<file path="src/rtl/regfile_pkg.sv">
// Shared defaults and sizing helpers for the scoreboarded register file.
package regfile_pkg;

  localparam int DEF_XLEN  = 32;
  localparam int DEF_NREGS = 32;

  function automatic int clog2(input int v);
    int r;
    r = 0;
    while ((1 << r) < v) r++;
    return r;
  endfunction

  // Index 0 and anything past the last register are hardwired: never stored, never busy.
  function automatic logic idx_ok(input int idx, input int nregs);
    return (idx != 0) && (idx < nregs);
  endfunction

endpackage

</file>
<file path="src/rtl/rf_scoreboard.sv">
// Per-register pending-producer bits with set/clear/flush priority and a live popcount.
module rf_scoreboard
  import regfile_pkg::*;
#(
  parameter int NREGS = DEF_NREGS,
  localparam int AW = clog2(NREGS),
  localparam int CW = clog2(NREGS + 1)
) (
  input  logic             clk,
  input  logic             rst,
  input  logic             wr_en,
  input  logic [AW-1:0]    wr_addr,
  input  logic             iss_en,
  input  logic [AW-1:0]    iss_addr,
  input  logic             flush,
  output logic [NREGS-1:0] busy,
  output logic [CW-1:0]    busy_cnt
);

  logic [NREGS-1:0] busy_next;
  logic [CW-1:0]    cnt_next;

  // Clear first so a same-index issue wins; flush overrides any issue.
  always_comb begin
    busy_next = busy;
    if (wr_en && idx_ok(int'(wr_addr), NREGS))
      busy_next[wr_addr] = 1'b0;
    if (flush)
      busy_next = '0;
    else if (iss_en && idx_ok(int'(iss_addr), NREGS))
      busy_next[iss_addr] = 1'b1;
  end

  always_comb begin
    cnt_next = '0;
    for (int i = 0; i < NREGS; i++)
      cnt_next = cnt_next + CW'(busy_next[i]);
  end

  always_ff @(posedge clk or posedge rst) begin
    if (rst) begin
      busy     <= '0;
      busy_cnt <= '0;
    end else begin
      busy     <= busy_next;
      busy_cnt <= cnt_next;
    end
  end

endmodule

</file>
<file path="src/rtl/regfile_sb.sv">
// Multi-port register file with write-to-read bypass and an operand scoreboard.
module regfile_sb
  import regfile_pkg::*;
#(
  parameter int XLEN  = DEF_XLEN,
  parameter int NREGS = DEF_NREGS,
  parameter int NRD   = 2,
  localparam int AW = clog2(NREGS),
  localparam int CW = clog2(NREGS + 1)
) (
  input  logic                clk,
  input  logic                rst,
  input  logic [NRD*AW-1:0]   rd_addr,
  output logic [NRD*XLEN-1:0] rd_data,
  output logic [NRD-1:0]      rd_busy,
  input  logic                wr_en,
  input  logic [AW-1:0]       wr_addr,
  input  logic [XLEN-1:0]     wr_data,
  input  logic                iss_en,
  input  logic [AW-1:0]       iss_addr,
  input  logic                flush,
  output logic [CW-1:0]       busy_cnt
);

  logic [XLEN-1:0]  regs [NREGS];
  logic [NREGS-1:0] busy;

  always_ff @(posedge clk or posedge rst) begin
    if (rst) begin
      for (int i = 0; i < NREGS; i++)
        regs[i] <= '0;
    end else if (wr_en && idx_ok(int'(wr_addr), NREGS)) begin
      regs[wr_addr] <= wr_data;
    end
  end

  rf_scoreboard #(.NREGS(NREGS)) u_sb (
    .clk      (clk),
    .rst      (rst),
    .wr_en    (wr_en),
    .wr_addr  (wr_addr),
    .iss_en   (iss_en),
    .iss_addr (iss_addr),
    .flush    (flush),
    .busy     (busy),
    .busy_cnt (busy_cnt)
  );

  // A same-cycle writeback both forwards its data and retires the busy mark.
  for (genvar k = 0; k < NRD; k++) begin : g_rd
    logic [AW-1:0] a;
    logic          ok;
    logic          hit;

    assign a   = rd_addr[k*AW +: AW];
    assign ok  = idx_ok(int'(a), NREGS);
    assign hit = ok && wr_en && (wr_addr == a);

    assign rd_data[k*XLEN +: XLEN] = !ok ? '0 : (hit ? wr_data : regs[a]);
    assign rd_busy[k]              = ok && busy[a] && !hit;
  end

endmodule

</file>
<file path="config.mk">
export PLATFORM = sky130hd
export DESIGN_NAME = regfile_sb
export DESIGN_NICKNAME = d
export VERILOG_FILES = /design/src/rtl/regfile_pkg.sv /design/src/rtl/rf_scoreboard.sv /design/src/rtl/regfile_sb.sv
export SDC_FILE = /design/constraint.sdc
export NUM_CORES = 2
export LEC_CHECK = 0
export CAP_MARGIN = 20
export CORE_MARGIN = 5
export CORE_UTILIZATION = 40
export CTS_CLUSTER_DIAMETER = 100
export CTS_CLUSTER_SIZE = 20
export DETAILED_ROUTE_END_ITERATION = 10
export SLEW_MARGIN = 20
export SYNTH_ARGS = -nofsm -noshare
export SYNTH_HDL_FRONTEND = slang
export SYNTH_SLANG_ARGS = --single-unit
</file>
<file path="constraint.sdc">
create_clock -name clk -period 75.6 [get_ports clk]
set_input_delay 22.68 -clock clk [delete_from_list [all_inputs] [get_ports clk]]
set_output_delay 22.68 -clock clk [all_outputs]
set_load 0.02 [all_outputs]
</file>
======== Word level (Yosys, flattened, before mapping) ========
Cells that the tools add are included.
cells by class
  shifts and indexed selects .............. 0
  reduce and logical (&&, ||, !) cells .... 19
  $add $sub $neg .......................... 31
  bitwise operators ....................... 6
  muxes and demuxes ....................... 24
  $mul .................................... 0
  magnitude comparators ................... 10
  equal/unequal tests ..................... 2
  div/mod/pow operators ................... 0
operator list
  operator            number
  $bwmux 1024         1
  $mux 32             12
  $bmux 32 s5         2
  $add 6x1->6         30
  $demux 32 s5        1
  $and 32x32->32      1
  $not 32->32         1
  $or 32x32->32       1
  $lt 5x6->1 const B  4
  $reduce_bool 5->1   4
  $ge 6x6->1 const B  3
  $not 5->6           3
  $logic_and 1x1->1   13
  $bmux 1 s5          2
  $demux 1 s5         2
  $eq 5x5->1          2
  $ge 5x1->1 const B  2
  $lt 6x1->1 const B  1
  $mux 1              4
  $add 1x1->2         1
  $logic_not 1->1     2
storage, ports and cells
  memories kept ........................... 0
  bits in read-only memories .............. 0
  bits in latches ......................... 0
  logic and storage cells ................. 126
  output and inout bits ................... 72
  register bits ........................... 1,062
  memory bits (writable) .................. 0
  input bits .............................. 57

======== Depth between registers and ports, before layout ========
  word-level depth ........................ 41
  gate-level depth with buffers ........... 24
  depth with buffers taken out ............ 22

======== Cells and area by module ========
From an unflattened synthesis, not the netlist that was laid out.
second synthesis, totals
  cell total of the unflattened synthesis .. 4,201
  area total of the unflattened synthesis .. 58,823.9 um^2
modules (own cells, without submodules)
  module         area an instance (um^2)  sequential area each (um^2)  instances  cells each
  regfile_sb     56,172.6                 25,624.6                     1          3,935
  rf_scoreboard  2,651.3                  950.9                        1          266

======== Worst setup path before layout ========
Ideal clock, no wire load.
  path kind ............................... input-to-output
  start point ............................. input rd_addr[1]
  end point ............................... output rd_data[7]
  arrival time ............................ 24,743 ps
  required time ........................... 52,920 ps
  path slack .............................. 28,177 ps
  stages .................................. 8
  path buffers ............................ 4
  cells stage by stage .................... buf_2 > buf_2 > nor2b_1 > clkbuf_1 > buf_2 > a221oi_1 > nor3_1 > o311ai_0
on the way
  word-level cells in the longest chain between the ends .. 6
  elaborated cells between the ends (all ways) .. 10
  classes of those cells .................. 1 x eq/ne; 5 x mux; 1 x bitwise; 3 x reduce/logical
ends and longest elaborated chain
  what                                        RTL line          RTL
  from (decl)                                 regfile_sb.sv:13  input logic [NRD*AW-1:0] rd_addr,
  $not 5->6 (implied by the code)             regfile_sb.sv:59  assign rd_data[k*XLEN +: XLEN] = !ok ? '0 : (hit ? wr_data : regs[a]);
  $bmux 32 s5                                 regfile_sb.sv:59
  $mux 32 (implied by the code) (2 in a row)  regfile_sb.sv:59
  $mux 32                                     regfile_sb.sv:59
  $mux 32 (*)                                 regfile_sb.sv:59
  to (decl)                                   regfile_sb.sv:14  output logic [NRD*XLEN-1:0] rd_data,
Mark *: on every way between the ends. The rest lies on a longest branch, timed or not. The select of a mux whose other input is x is not followed.

======== Worst setup path after layout ========
  start point ............................. input rd_addr[0]
  end point ............................... output rd_data[25]
The elaborated chain is that of the path after synthesis.

==> flow_summary.ini <==
[timing]
tightest_slew_ns = 1.16
fin_skew_ns = 0.0121
finalSetupViolations = 0
post-route-period-util_pct = 66.6
tns_ns = 0
slew_violations = 0
max_freq_ghz = 0.0199
rsz0062_at_grt = false
period_needed_ns = 50.35
finalHoldViolations = 0
slew_headroom_pct = 22.4

[clock_network]
htreeDepth = 2
tritoncts = built
clock_latency_ns = 0.71
cts_made_buffers = 59
clock_path_buffers = 3
cts-hold-fix-buffers = 0
clkSinkCount = 1062
clkTransAtPathRegs_ns = 0.09
root_buffer = clkbuf_16
cts_setup_buffers = 0
post_cts_resized = 0

[placed_design]
dp_hpwl_um = 101000
postPlaceCellArea_um2 = 60700
gp_congestion = 0.777
io_buffers = 128

[route]
dr_total_vias = 36900
drtIter0Drc = 3319
routedWlPerCell_um = 31.7
routed_wl_um = 184000
ant_nets = 0
dr.pass1.iters = 5
vias_per_cell = 6.37
drc_errors = 0

[power]
cellInternalPower_w = 0.00101
p_comb_share_pct = 23.8
ir_drop_mv = 0.0188
power_density_nw_per_um2 = 22.8
power_frac_seq_pct = 52.6
sw_frac_of_total_pct = 29.0
clockPowerShare_pct = 23.6
switchingPower_w = 0.000411
power.leakage_nw = 26.8

[floorplan]
die_x_um = 390
start_util_pct = 40.3
dieArea_um2 = 152000
core_area_um2 = 144000
fp.dieH_um = 390
io_pins = 129
rows = 139

[yosys]
syn_area_per_cell_um2 = 14.3
synth-edff-count = 0
async_reset_ff_share_pct = 100
synth_cells = 4038
seq_area_frac_synth_pct = 45.9
syn_nets = 4127
synth_area_um2 = 57900
yosys.cell_types.count = 60
ys_ff_latch = 1062
synthFlopType = dfrtp_1
yosysWarningCount = 0

[setup_path]
end_kind = output port
cp.arrival_ns = 27.67
cp_max_fo = 54
ff2ff_setup_slack_ns = 70.24
critPathKind = input pin to output port
cp.depth = 10
crit_chain = buf_8 > buf_4 > buf_4 > buf_4 > mux4_2 > and2_1 > a211oi_1 > a211oi_1 > a211o_1 > clkdlybuf4s50_1
reg2reg_depth = 16
slowest_stage = buf_4
crit_buf_inv = 5
timing.rr.start = u_sb.busy[20]
worstSetupStartpointType = input pin
cp_common_cell = buf_4
r2r_end = u_sb.busy_cnt[4]
cp_top_family = buffers and inverters
max_stage_delay_ns = 0.84
worstPathRequired_ns = 52.92
crit_start = rd_addr[0]
worstSetupEndpoint = rd_data[25]

[global_routing]
grt_usage_pct = 24.0
grt_max_degree = 174
grt_pass1_wl_um = 272000
grt_pass1_vias = 38300
overflow = 0
antenna_found_initial = 4

[outcome]
status = complete, no violations

[hold_path]
holdCritPathClass = register to register

[layout]
layout-drive-gt1-share_pct = 43.0
nets = 3980
final_util_pct = 43.3
fin_area_um2 = 62300
area_delta_synth_final_pct = 7.51

[flow_run]
drv_cap = 0
cell usage in the layout (no fill, tap or decap), drive strengths merged, types with 53 or more instances in the layout:
cell and n:
mux2i 249, clkbuf 60, buf 126, mux4 435
mux2 993, a211oi 82, dfrtp 1062, a21oi 85
nand2 88, a22oi 100, inv 53, clkdlybuf4s50 112
logic make-up after synthesis:
family | after synthesis | synth area share [%]
AND/OR/NAND/NOR | 262 | 2.35
adder cells (fa/ha/maj) | 32 | 1.00
AO/OA/AOI/OAI | 495 | 6.21
XOR/XNOR | 13 | 0.197
flip-flops | 1062 | 45.9
buffers and inverters | 497 | 3.82
multiplexers | 1677 | 40.5
synthesized netlist by cell type (20+ instances only):
cell	count	area, um2
mux4_2	435	9800
a22o_1	20	175
inv_1	50	188
buf_1	45	169
a211oi_1	82	616
fa_1	24	480
o21ai_0	28	140
dfrtp_1	1062	26600
and2_1	36	225
mux2_2	992	11200
nand2_1	88	330
o22ai_1	28	175
buf_2	107	536
mux2i_1	249	2490
o221ai_1	24	210
a211o_1	29	254
nor2_1	35	131
a22oi_1	100	751
a221o_1	20	200
a21oi_1	85	425
buf_4	33	248
a221oi_1	40	350
clkbuf_1	250	938
how the worst min path moves through the flow:
stage	from	to	slack [ns]	depth (start not counted)
6_report	regs[1015]	regs[1015]	0.40	0
5_1_grt	regs[1014]	regs[1014]	0.42	0
4_1_cts	regs[1018]	regs[1018]	0.40	0
3_5_place_dp	regs[1018]	regs[1018]	0.38	0
3_3_place_gp	regs[999]	regs[999]	0.38	0
2_1_floorplan	regs[1001]	regs[1001]	0.44	1
state kept, by name, summed over array words and instances (netlist names):
register,count
regs,1024
u_sb.busy,32
u_sb.busy_cnt,6
layout make-up:
type	instances	area, um2
diodes	1	2.50
clock buffers	60	1490
clock inverters	4	30.0
fillers	12900	81600
inverters	51	204
multi-input cells	2479	29400
flip-flops and latches	1062	26600
well taps	1903	2380
repair buffers	238	2180
power by group through the flow:
stage	clock network [W]	registers, W	logic [W]
6_report	0.000335	0.000746	0.000338
5_1_grt	0.000363	0.000758	0.000364
4_1_cts	0.000345	0.000743	0.000340
3_5_place_dp	0	0.000754	0.000339
3_3_place_gp	0	0.000749	0.000334
2_1_floorplan	0	0.000733	0.000263
per-layer routing:
metal	wire [um]	global-route usage, %	part of all wire, %	vias to the layer above
met1	78400	33.3	43	20300
met3	10500	3.27	5.7	286
met2	88800	39.4	48	1214
met4	6310	7.54	3.4	0
met5	0	0	0	-
li1	-	-	-	15200
through the flow:
| stage | setup WS, ns | instances | hold WS, ns | total power [W] |
|---|---|---|---|---|
| 2_1_floorplan | 23.03 | 4038 | 0.441 | 0.000996 |
| 3_3_place_gp | 25.20 | 5731 | 0.377 | 0.00108 |
| 3_5_place_dp | 25.22 | 5732 | 0.382 | 0.00109 |
| 4_1_cts | 25.22 | 5796 | 0.403 | 0.00143 |
| 5_1_grt | 24.93 | 5797 | 0.417 | 0.00149 |
| 6_report | 25.25 | 5798 | 0.398 | 0.00142 |
Note: power is estimated with default switching activity, not from simulation.
